## config.mk

```make
export PLATFORM = sky130hd
export DESIGN_NAME = ir_err_compute
export DESIGN_NICKNAME = d
export VERILOG_FILES = /design/src/rtl/ir_err_compute.sv
export SDC_FILE = /design/constraint.sdc
export NUM_CORES = 1
export LEC_CHECK = 0
export BUFFER_PORTS_ARGS = -buffer_cell sky130_fd_sc_hd__buf_2
export CAP_MARGIN = 20
export CORE_MARGIN = 5
export CORE_UTILIZATION = 33
export CTS_CLUSTER_DIAMETER = 150
export DETAILED_ROUTE_END_ITERATION = 10
export HOLD_SLACK_MARGIN = 0.12
export SLEW_MARGIN = 10
export SYNTH_ARGS = -nofsm -noshare
export SYNTH_HDL_FRONTEND = slang
export SYNTH_SLANG_ARGS = --single-unit
```

## constraint.sdc

```tcl
create_clock -name clk -period 8.1 [get_ports clk]
set_input_delay 0.405 -clock clk [delete_from_list [all_inputs] [get_ports clk]]
set_output_delay 0.405 -clock clk [all_outputs]
set_load 0.02 [all_outputs]
```

## src/rtl/ir_err_compute.sv

```systemverilog
// Weighted IR line-sensor error: right sensors add, left sensors subtract, one term per clock,
// then arithmetic scaling and saturation to a signed 11-bit steering error with a one-cycle strobe.
module ir_err_compute #(
  parameter int SHIFT = 3,
  parameter int ACC_W = 17
) (
  input  logic        clk,
  input  logic        rst_n,
  input  logic        err_strt,
  input  logic [11:0] IR_R0,
  input  logic [11:0] IR_R1,
  input  logic [11:0] IR_R2,
  input  logic [11:0] IR_R3,
  input  logic [11:0] IR_L0,
  input  logic [11:0] IR_L1,
  input  logic [11:0] IR_L2,
  input  logic [11:0] IR_L3,
  output logic        busy,
  output logic [10:0] err_sat,
  output logic        err_vld
);

  typedef enum logic [1:0] {
    IDLE  = 2'd0,
    ACCUM = 2'd1,
    DONE  = 2'd2
  } state_t;

  localparam logic signed [ACC_W-1:0] SAT_MAX = ACC_W'(1023);
  localparam logic signed [ACC_W-1:0] SAT_MIN = -ACC_W'(1024);

  state_t                  state_reg;
  logic [2:0]              idx_reg;
  logic signed [ACC_W-1:0] accum_reg;
  logic [10:0]             err_sat_reg;
  logic                    err_vld_reg;
  logic                    busy_reg;

  logic [11:0]             ir [8];
  logic signed [ACC_W-1:0] term [8];
  logic signed [ACC_W-1:0] term_sel;
  logic signed [ACC_W-1:0] accum_next;
  logic signed [ACC_W-1:0] shifted;
  logic [10:0]             sat_next;

  // Index order matches the accumulation sequence: right sensors first, then left.
  assign ir[0] = IR_R0;
  assign ir[1] = IR_R1;
  assign ir[2] = IR_R2;
  assign ir[3] = IR_R3;
  assign ir[4] = IR_L0;
  assign ir[5] = IR_L1;
  assign ir[6] = IR_L2;
  assign ir[7] = IR_L3;

  // Zero-extend before weighting so the shifted reading never loses its top bits.
  generate
    for (genvar gi = 0; gi < 8; gi++) begin : g_term
      assign term[gi] = ACC_W'(ir[gi]) << (gi % 4);
    end
  endgenerate

  assign term_sel   = term[idx_reg];
  assign accum_next = idx_reg[2] ? (accum_reg - term_sel) : (accum_reg + term_sel);
  assign shifted    = accum_reg >>> SHIFT;

  always_comb begin
    sat_next = shifted[10:0];
    if (shifted > SAT_MAX) begin
      sat_next = 11'h3FF;
    end else if (shifted < SAT_MIN) begin
      sat_next = 11'h400;
    end
  end

  always_ff @(posedge clk) begin
    if (!rst_n) begin
      state_reg   <= IDLE;
      idx_reg     <= 3'd0;
      accum_reg   <= '0;
      err_sat_reg <= 11'd0;
      err_vld_reg <= 1'b0;
      busy_reg    <= 1'b0;
    end else begin
      err_vld_reg <= 1'b0;
      case (state_reg)
        IDLE: begin
          if (err_strt) begin
            state_reg <= ACCUM;
            idx_reg   <= 3'd0;
            accum_reg <= '0;
            busy_reg  <= 1'b1;
          end
        end
        ACCUM: begin
          accum_reg <= accum_next;
          idx_reg   <= idx_reg + 3'd1;
          if (idx_reg == 3'd7) begin
            state_reg <= DONE;
          end
        end
        DONE: begin
          err_sat_reg <= sat_next;
          err_vld_reg <= 1'b1;
          busy_reg    <= 1'b0;
          state_reg   <= IDLE;
        end
        default: begin
          state_reg <= IDLE;
          busy_reg  <= 1'b0;
        end
      endcase
    end
  end

  assign busy    = busy_reg;
  assign err_sat = err_sat_reg;
  assign err_vld = err_vld_reg;

endmodule

```

==> reports/qor.tcl <==
set qor(status) {finished, final reports clean}
set qor(place.detailed.instances) 631
set qor(hold_path_start) {err_strt}
set qor(fp-row-count) 36
set qor(max-cap-violations) 0
set qor(synth-async-reset-ratio) 0
set qor(yosys_most_used_dff) {sky130_fd_sc_hd__dfxtp_1}
set qor(min_period_over_period) 0.575
set qor(fin_cells) 638
set qor(max_freq_mhz) 215
set qor(worst_ep_required_time_ns) 8.32
set qor(layout.nets) 623
set qor(rr_startpoint) {idx_reg[0]}
set qor(worstRegToRegCells) 15
set qor(syn_area_sq_mm) 0.00332
set qor(max_slew_margin) 0.510
set qor(min_period_ns) 4.66
set qor(post_drt_via_cell_ratio) 5.23
set qor(root_buffer) {sky130_fd_sc_hd__clkbuf_8}
set qor(area_occupied_by_multi_input_gates_sq_mm) 0.00244
set qor(grt_pass1_vias) 3367
set qor(initial_util) 0.340
set qor(place.port_buffers) 111
set qor(antenna_violations_before_repair) 0
set qor(route.antenna.remaining_nets) 0
set qor(drt_iter0_markers) 130
set qor(detailedPlacementHpwl_mm) 7.65
set qor(antenna_cells_inserted) 0
set qor(pwr_density_cell_mw_per_mm2) 124
set qor(cts_buffers) 5
set qor(timing.setup.tns_ns) 0
set qor(synth-adder-area-share) 0.0738
set qor(seq_area_frac_synth) 0.211
set qor(cts.reportedPaths.clkPinSlew_ns) 0.07
set qor(critical_path.reg2reg.endpoint) {accum_reg[16]}
set qor(critical_path_arrival_ns) 4.88
set qor(syn-num-nets) 520
set qor(die_height_microns) 110
set qor(cp-end-kind) {register}
set qor(dieArea_sq_mm) 0.0122
set qor(routed-via-count) 3337
set qor(grt_pass1_wl_mm) 15.6
set qor(yosys_warnings) 0
set qor(worst_setup_path_startpoint) {idx_reg[0]}
set qor(drive_gt1_frac) 0.299
set qor(critPathLaunchType) {register}
set qor(ys_ff_latch) 35
set qor(clkLatencyLatePin_ns) 0.29
set qor(clock-skew-final_ns) 0.00816
set qor(cts_setup_buffers) 0
set qor(rsz_0062_raised_after_global_routing) {no}
set qor(area_delta_synth_final_pct) 22.1
set qor(drc) 0
set qor(setup_ws_ns) 3.44
set qor(synth_compound_area_frac) 0.245
set qor(grt.total_usage) 0.160
set qor(pre_cts_slack_ns) 3.45
set qor(wl_per_cell_microns) 14.9
set qor(die-width_microns) 110
set qor(synth-simple-area-share) 0.201
set qor(report.final.hold_viol_count) 0
set qor(n_fill_cell) 1031
set qor(grt_max_degree) 46
set qor(cts_tree) {yes}
set qor(power.ir.vdd_worst_mv) 0.0538
set qor(cts_resized) 0
set qor(ys_types) 64
set qor(synthMuxAreaShare) 0.186
set qor(largest_reg_flops) 17
set qor(termination_of_the_worst_setup_path) {accum_reg[16]}
set qor(largest_family_of_logic_cells_by_synthesized_area) {compound AO/OA/AOI/OAI gates}
set qor(cellLeakagePower_nw) 1.78
set qor(syn_avg_cell_area_sq_um) 8.26
set qor(timing.final.setup_violations) 0
set qor(syn_inst) 402
set qor(routed_wl_mm) 9.48
set qor(global_route.overflow_total) 0
set qor(hold_crit_path_type) {in -> reg}
set qor(cts.path.max_buffers) 2
set qor(synth_enable_flop_cells) 0
set qor(timing.reg2reg.setup_slack_ns) 3.44
set qor(critical_path_class) {reg -> reg}
set qor(seqCellArea_sq_um) 702
set qor(boundaryPins) 112
set qor(numClockSinks) 35
set qor(cts_htree_levels) 2
set qor(cts-hold-fix-buffers) 0
set qor(synthXorXnorAreaFrac) 0.0290
set qor(timing_worst_slew_pin_value_ns) 0.731
set qor(core_region_area_sq_mm) 0.00977
set qor(dr.pass1.iters) 5
set qor(path_max_fanout) 45
set qor(timing.final.max_slew_violations) 0
set qor(gp_routability_congestion) 0.832
[cell usage after synthesis, types with 4 or more instances]
master,instances,share of area
sky130_fd_sc_hd__nor2_1,40,0.045
sky130_fd_sc_hd__a21oi_1,35,0.053
sky130_fd_sc_hd__dfxtp_1,35,0.21
sky130_fd_sc_hd__nand2_1,31,0.035
sky130_fd_sc_hd__o21ai_0,26,0.039
sky130_fd_sc_hd__ha_1,18,0.068
sky130_fd_sc_hd__inv_1,18,0.020
sky130_fd_sc_hd__mux2i_1,17,0.051
sky130_fd_sc_hd__mux4_2,12,0.081
sky130_fd_sc_hd__mux2_2,10,0.034
sky130_fd_sc_hd__a22oi_1,9,0.020
sky130_fd_sc_hd__or3_1,9,0.017
sky130_fd_sc_hd__nor2b_1,8,0.015
sky130_fd_sc_hd__a211oi_1,7,0.016
sky130_fd_sc_hd__clkbuf_1,7,0.0079
sky130_fd_sc_hd__nor3_1,7,0.011
sky130_fd_sc_hd__nand3_1,6,0.0090
sky130_fd_sc_hd__xnor2_1,6,0.016
sky130_fd_sc_hd__a32o_1,5,0.015
sky130_fd_sc_hd__and2_1,5,0.0094
sky130_fd_sc_hd__buf_2,5,0.0075
sky130_fd_sc_hd__nand2b_1,5,0.0094
sky130_fd_sc_hd__o21a_1,5,0.011
sky130_fd_sc_hd__xor2_1,5,0.013
sky130_fd_sc_hd__a32oi_1,4,0.011
sky130_fd_sc_hd__nor3b_1,4,0.0090
sky130_fd_sc_hd__o211ai_1,4,0.0090
sky130_fd_sc_hd__o21bai_1,4,0.0090
[per-stage QoR]
stage | instance area, sq um | util | total power [mW] | hold WS [ns]
6_report | 4060 | 0.415 | 0.503 | 0.416
2_1_floorplan | 3320 | - | 0.324 | 0.446
3_5_place_dp | 3970 | 0.406 | 0.376 | 0.444
4_1_cts | 4060 | 0.415 | 0.508 | 0.422
5_1_grt | 4060 | 0.415 | 0.537 | 0.432
3_3_place_gp | 3970 | 0.406 | 0.374 | 0.439
[area by class of cell]
cell class                 instances  area share
clock buffer                       6      0.0204
clock inverter                     1     0.00123
tap                              133      0.0410
timing repair buffer             115       0.144
inverter                          20      0.0185
sequential                        35       0.173
multi-input combinational        328       0.601
[cell families (layout without fill, tap and decap cells)]
family	after synthesis	count (layout)
AOI/OAI and AO/OA	124	124
xor gates and xnor gates	11	11
adders and majority gates	19	19
buffers and inverters	39	142
DFF	35	35
muxes	43	43
and+or+nand+nor	131	131
[worst max-delay path, cell delays in order (launching register included)]
cell and delay (ns):
sky130_fd_sc_hd__dfxtp_2 0.31, sky130_fd_sc_hd__buf_4 0.47, sky130_fd_sc_hd__mux2_2 0.40, sky130_fd_sc_hd__a222oi_1 0.40, sky130_fd_sc_hd__o211ai_1 0.22, sky130_fd_sc_hd__nand3b_1 0.24
sky130_fd_sc_hd__nor4_2 0.47, sky130_fd_sc_hd__a21oi_1 0.15, sky130_fd_sc_hd__xor2_1 0.16, sky130_fd_sc_hd__ha_1 0.35, sky130_fd_sc_hd__a21o_1 0.20, sky130_fd_sc_hd__a21oi_1 0.21
sky130_fd_sc_hd__nor3b_1 0.35, sky130_fd_sc_hd__a21oi_1 0.13, sky130_fd_sc_hd__or4_1 0.40, sky130_fd_sc_hd__nand4_1 0.11
[per-layer routing]
metal  share of wire  vias up  GRT usage
li1                -     1711          -
met4           0.013        0     0.0405
met1            0.45     1478      0.212
met3           0.089       10     0.0396
met2            0.45      138      0.260
met5               0        -          0
[cell usage in the layout (no fill, tap or decap), drive strengths merged, types with 3 or more instances in the layout]
cell type and count:
a31oi 3, nand3 6, and2 5, nor2b 8, dfxtp 35, o21bai 4
ha 18, o211a 3, mux2 13, inv 19, mux2i 17, o211ai 4
buf 115, xnor2 6, o21a 5, a22oi 9, nor3 7, nand2b 5
nand2 31, clkbuf 6, nor3b 6, mux4 13, a32o 5, a21oi 35
nor2 40, a211o 3, xor2 5, or3 9, a211oi 7, a32oi 4
o21ai 27
[power by group]
group          internal [mW]  switching (mW)
clock network         0.0667          0.0628
registers              0.180         0.00672
logic                 0.0897          0.0969
[worst min path at each step]
stage	slack, ns	depth (start not counted)	end
after floorplan	0.45	2	accum_reg[5]
after global placement	0.44	2	err_sat[6]
after detailed placement	0.44	2	err_sat[9]
after CTS	0.42	3	busy
after global routing	0.43	3	busy
final	0.42	3	busy
No activity file was read; power rests on OpenSTA's default activity.
